## src/rtl/branch_pred_pkg.sv

```systemverilog
// Types and widths shared by the branch predictor, its trainer, the GHR logic
// and the in-flight branch queue.
package branch_pred_pkg;

    localparam int PC_W  = 32;
    localparam int GHR_W = 8;

    typedef struct packed {
        logic [PC_W-1:0]  pc;
        logic             pred;
        logic [GHR_W-1:0] ghr;
    } biq_entry_t;

endpackage

```

## src/rtl/biq_storage.sv

```systemverilog
// Entry array for the in-flight branch queue: one write port at the tail and
// one asynchronous read port at the head. The data itself is never reset.
module biq_storage
    import branch_pred_pkg::*;
#(
    parameter int DEPTH = 4
) (
    input  logic                     clk,
    input  logic                     wr_en,
    input  logic [$clog2(DEPTH)-1:0] wr_idx,
    input  biq_entry_t               wr_data,
    input  logic [$clog2(DEPTH)-1:0] rd_idx,
    output biq_entry_t               rd_data
);

    biq_entry_t mem_q [DEPTH];
    biq_entry_t mem_d [DEPTH];

    always_comb begin
        mem_d = mem_q;
        if (wr_en) begin
            mem_d[wr_idx] = wr_data;
        end
    end

    always_ff @(posedge clk) begin
        mem_q <= mem_d;
    end

    assign rd_data = mem_q[rd_idx];

endmodule

```

## src/rtl/branch_inflight_queue.sv

```systemverilog
// In-order queue of predicted branches awaiting resolution; emits one training
// record per resolved branch. Optional counters enabled with BIQ_STATS_EN.
module branch_inflight_queue
    import branch_pred_pkg::*;
#(
    parameter int DEPTH = 4
) (
    input  logic                     clk,
    input  logic                     rst,
    input  logic                     enq_valid,
    output logic                     enq_ready,
    input  logic [PC_W-1:0]          enq_pc,
    input  logic                     enq_pred,
    input  logic [GHR_W-1:0]         enq_ghr,
    input  logic                     res_valid,
    input  logic [PC_W-1:0]          res_pc,
    input  logic                     res_taken,
    input  logic                     flush,
    output logic                     train_valid,
    output logic [PC_W-1:0]          train_pc,
    output logic                     train_taken,
    output logic                     train_pred,
    output logic [GHR_W-1:0]         train_ghr,
    output logic                     mispredict,
    output logic                     orphan_err,
    output logic [$clog2(DEPTH):0]   count,
    output logic [31:0]              stat_resolved,
    output logic [31:0]              stat_mispred
);

    localparam int IDX_W = $clog2(DEPTH);
    localparam int PTR_W = IDX_W + 1;

    logic [PTR_W-1:0] head_q, head_d, tail_q, tail_d, head_next;
    logic             full, empty;
    logic             res_hit, res_miss, squash, enq_fire;
    biq_entry_t       head_entry, enq_entry;

    logic             train_valid_q, train_valid_d;
    logic [PC_W-1:0]  train_pc_q, train_pc_d;
    logic             train_taken_q, train_taken_d;
    logic             train_pred_q, train_pred_d;
    logic [GHR_W-1:0] train_ghr_q, train_ghr_d;
    logic             mispredict_q, mispredict_d;
    logic             orphan_q, orphan_d;

    assign empty     = (head_q == tail_q);
    assign full      = (head_q[PTR_W-1] != tail_q[PTR_W-1]) &&
                       (head_q[IDX_W-1:0] == tail_q[IDX_W-1:0]);
    assign enq_ready = !full;
    assign count     = tail_q - head_q;
    assign head_next = head_q + PTR_W'(1);

    assign enq_entry = '{pc: enq_pc, pred: enq_pred, ghr: enq_ghr};

    biq_storage #(.DEPTH(DEPTH)) u_storage (
        .clk     (clk),
        .wr_en   (enq_fire),
        .wr_idx  (tail_q[IDX_W-1:0]),
        .wr_data (enq_entry),
        .rd_idx  (head_q[IDX_W-1:0]),
        .rd_data (head_entry)
    );

    // A mispredicted pop means everything younger is wrong-path, including a
    // branch arriving from decode in the same cycle.
    assign res_hit  = res_valid && !empty && (head_entry.pc == res_pc);
    assign res_miss = res_valid && !res_hit;
    assign squash   = res_hit && (head_entry.pred != res_taken);
    assign enq_fire = enq_valid && enq_ready && !flush && !squash;

    always_comb begin
        head_d = head_q;
        tail_d = tail_q;
        if (res_valid && !empty) begin
            head_d = head_next;
        end
        if (squash) begin
            tail_d = head_next;
        end else if (enq_fire) begin
            tail_d = tail_q + PTR_W'(1);
        end
        if (flush) begin
            head_d = '0;
            tail_d = '0;
        end
    end

    always_comb begin
        train_valid_d = res_hit;
        mispredict_d  = squash;
        train_pc_d    = train_pc_q;
        train_taken_d = train_taken_q;
        train_pred_d  = train_pred_q;
        train_ghr_d   = train_ghr_q;
        if (res_hit) begin
            train_pc_d    = head_entry.pc;
            train_taken_d = res_taken;
            train_pred_d  = head_entry.pred;
            train_ghr_d   = head_entry.ghr;
        end
        orphan_d = orphan_q || res_miss;
    end

    always_ff @(posedge clk) begin
        if (rst) begin
            head_q        <= '0;
            tail_q        <= '0;
            train_valid_q <= 1'b0;
            train_pc_q    <= '0;
            train_taken_q <= 1'b0;
            train_pred_q  <= 1'b0;
            train_ghr_q   <= '0;
            mispredict_q  <= 1'b0;
            orphan_q      <= 1'b0;
        end else begin
            head_q        <= head_d;
            tail_q        <= tail_d;
            train_valid_q <= train_valid_d;
            train_pc_q    <= train_pc_d;
            train_taken_q <= train_taken_d;
            train_pred_q  <= train_pred_d;
            train_ghr_q   <= train_ghr_d;
            mispredict_q  <= mispredict_d;
            orphan_q      <= orphan_d;
        end
    end

    assign train_valid = train_valid_q;
    assign train_pc    = train_pc_q;
    assign train_taken = train_taken_q;
    assign train_pred  = train_pred_q;
    assign train_ghr   = train_ghr_q;
    assign mispredict  = mispredict_q;
    assign orphan_err  = orphan_q;

`ifdef BIQ_STATS_EN
    logic [31:0] stat_resolved_q, stat_resolved_d;
    logic [31:0] stat_mispred_q, stat_mispred_d;

    // Counters advance on the same edge that raises train_valid/mispredict.
    always_comb begin
        stat_resolved_d = stat_resolved_q;
        stat_mispred_d  = stat_mispred_q;
        if (res_hit && (stat_resolved_q != 32'hFFFF_FFFF)) begin
            stat_resolved_d = stat_resolved_q + 32'd1;
        end
        if (squash && (stat_mispred_q != 32'hFFFF_FFFF)) begin
            stat_mispred_d = stat_mispred_q + 32'd1;
        end
    end

    always_ff @(posedge clk) begin
        if (rst) begin
            stat_resolved_q <= '0;
            stat_mispred_q  <= '0;
        end else begin
            stat_resolved_q <= stat_resolved_d;
            stat_mispred_q  <= stat_mispred_d;
        end
    end

    assign stat_resolved = stat_resolved_q;
    assign stat_mispred  = stat_mispred_q;
`else
    assign stat_resolved = 32'd0;
    assign stat_mispred  = 32'd0;
`endif

endmodule

```

## config.mk

```make
export PLATFORM = sky130hd
export DESIGN_NAME = branch_inflight_queue
export DESIGN_NICKNAME = d
export VERILOG_FILES = /design/src/rtl/branch_pred_pkg.sv /design/src/rtl/biq_storage.sv /design/src/rtl/branch_inflight_queue.sv
export SDC_FILE = /design/constraint.sdc
export NUM_CORES = 1
export LEC_CHECK = 0
export CAP_MARGIN = 15
export CELL_PAD_IN_SITES_DETAIL_PLACEMENT = 2
export CELL_PAD_IN_SITES_GLOBAL_PLACEMENT = 2
export CORE_MARGIN = 2
export CORE_UTILIZATION = 39
export DETAILED_ROUTE_END_ITERATION = 12
export GPL_ROUTABILITY_DRIVEN = 0
export GPL_TIMING_DRIVEN = 0
export PLACE_DENSITY_LB_ADDON = 0.2
export SLEW_MARGIN = 20
export SYNTH_ARGS = -nofsm -noshare
export SYNTH_HDL_FRONTEND = slang
export SYNTH_SLANG_ARGS = --single-unit
```

## constraint.sdc

```tcl
create_clock -name clk -period 12.3 [get_ports clk]
set_clock_uncertainty 0.15 [all_clocks]
set_input_delay 3.075 -clock clk [delete_from_list [all_inputs] [get_ports clk]]
set_output_delay 3.075 -clock clk [all_outputs]
set_load 0.02 [all_outputs]
```

==> impl_metrics.ini <==
[global_routing]
antenna_found_initial = 3
grt_pass1_wl_um = 40500
grt_max_degree = 20
grt_pass1_vias = 6535
grt_usage_pct = 20.9
overflow = 0

[outcome]
status = finished clean

[clocking]
clk_latency_ns = 0.51
cts_buffer_depth = 3
cts_tree = done
path_clk_slew_ns = 0.06
cts_hold_buf = 0
htree_levels = 1
cts_made_buffers = 23
cts_resized = 0
numClockSinks = 215
root_buffer = clkbuf_16
post_cts_buffers = 0

[layout]
utilization_pct = 51.2
layout-drive-gt1-share_pct = 19.3
area_growth_pct = 29.5
fin_nets = 935
fill_cells = 2222
final_cells = 1190

[sta]
slew_viol_final = 0
rsz0062_at_grt = false
relSlewSlack_pct = 37.5
post-route-period-util_pct = 55.1
hold_violations = 0
fin_crit_ns = 6.77
setup_viol = 0
tns_ns = 0
fmax_ghz = 0.148
hold_slack_ns = 0.328
worst_slew_pin_slew_ns = 0.938

[placement]
io_buffers = 126
hpwlAfterDp_um = 19800
dp.cells = 1147

[setup_path]
slowest_stage = clkdlybuf4s50_1
setup.worst_path.class = reg -> out
worstPathCellList = buf_2 -> buf_4 -> buf_6 -> clkbuf_1 -> inv_1 -> ha_1 -> nand3_1 -> clkdlybuf4s50_1
critPathLaunchType = flop
worstPathRequired_ns = 9.07
cp-end-kind = output port
arrival_ns = 3.55
crit_buf_inv = 6
slowest_delay_ns = 0.62
critPathTopFamily = buffers and inverters
ff2ff_setup_slack_ns = 6.77
cp_max_fo = 10

[synth]
ys_ff_latch = 215
syn_area_sq_mm = 0.00955
yosys-top-cells-area = edfxtp_1, dfxtp_1, mux4_2
synth.most_common_cell = edfxtp_1
synth_edf_count = 164
yosys_most_used_dff = edfxtp_1
yosys-top-cells-count = edfxtp_1, nand2b_1, buf_4
ys.warnings.count = 0
synth_cells = 616
yosysTopAreaCellShare_pct = 51.5
yosysTopAreaCell = edfxtp_1
synthDistinctLibCells = 52
async_flop_share_pct = 0
yosysSeqAreaShare_pct = 62.2
avgSynthCellArea_sq_um = 15.5

[hold_path]
hold_class = reg -> reg

[die]
num_rows = 57
chipHeight_um = 161
start_util_pct = 39.5
core_sq_mm = 0.0242
io_pins = 192
die_area_sq_mm = 0.0258
die_w_um = 161

[route]
firstDrtPassIters = 4
wl_per_cell_um = 22.4
vias = 5741
drt_iter0_drc = 235
drc = 0
wl_um = 26600
routed_via_density = 4.82
antenna_left = 0

[power_and_ir_drop]
p_total_w = 0.00158
p_leak_nw = 4.29
power.density_mw_per_mm2 = 128
vdd_ir_drop_max_v = 0.000131

[job]
cap_violations = 0
-- cells in the final DEF, fill, tap and decap left out, types with 4 or more instances in the layout --
master and count:
edfxtp_1 164, clkdlybuf4s50_1 126, buf_4 81, nand2b_1 77, conb_1 64, mux2i_1 59, dfxtp_1 51, mux4_2 36
xnor2_1 26, clkbuf_1 23, clkbuf_16 23, xor2_1 11, nand2_1 11, nor2b_1 10, inv_1 8, nand4_1 7
ha_1 7, buf_6 6, nor3_1 6, nor2_1 4, buf_12 4
-- state kept, by name, indices dropped and copies added, names as in the netlist --
register and count:
head_q 3, mispredict 1, orphan_err 1, tail_q 3
train_ghr 8, train_pc 32, train_pred 1, train_taken 1
train_valid 1, u_storage.mem_q 164
-- area by class of cell --
class                   instances  area (sq um)  area share [%]
clock buffers                  33           613            4.95
repair buffers                144          1450            11.7
inverters                       8          30.0           0.243
flip-flops and latches        215          5950            48.0
clock inverters                 8          90.1           0.728
well taps                     324           405            3.28
plain buffers                  91           687            5.55
multi-input cells             365          3150            25.5
diodes                          2          5.00          0.0404
-- metal layers --
| layer | vias up | global-route usage, % | wire (um) |
|---|---|---|---|
| li1 | 2612 | - | - |
| met1 | 2893 | 25.7 | 10800 |
| met2 | 192 | 37.7 | 13700 |
| met3 | 44 | 3.90 | 1520 |
| met4 | 0 | 5.45 | 664 |
| met5 | - | 0 | 0 |
-- logic make-up after synthesis --
family	Yosys count	synth area share, %
compound gates	19	1.53
xor+xnor	37	3.39
fa+ha+maj	8	1.13
buf+inv	99	7.50
flops	215	62.2
mux	99	15.1
other cells	1	0.0392
simple gates	138	9.04
-- worst reg2reg max path, delay by kind of cell, from the launching register on --
family          cells  cell delay (ns)
flops               1             0.42
buf+inv             8             2.21
fa+ha+maj           1             0.33
compound gates      3             1.05
simple gates        3             1.12
-- worst paths after layout --
path,from,endpoint,cells after the start
setup / recovery,head_q[1],enq_ready,8
hold / removal,train_pc[5],train_pc[5],2
setup reg to reg,head_q[1],u_storage.mem_q[143],15
hold reg to reg,train_pc[5],train_pc[5],2
-- report_power, final --
group | total [W] | switching, W | internal [W] | leakage (nW)
clock network | 0.000659 | 0.000271 | 0.000388 | 0.341
logic | 0.000129 | 0.0000681 | 0.0000611 | 2.05
registers | 0.000792 | 0.00000248 | 0.000789 | 1.90
-- per-stage QoR --
step | setup WS, ns | area, sq um
after floorplan | 4.80 | 9790
after global placement | 1.21 | 11500
after detailed placement | 5.50 | 11700
after CTS | 5.44 | 12400
after global routing | 5.29 | 12400
final | 5.53 | 12400
No activity file was read; power rests on OpenSTA's default activity.
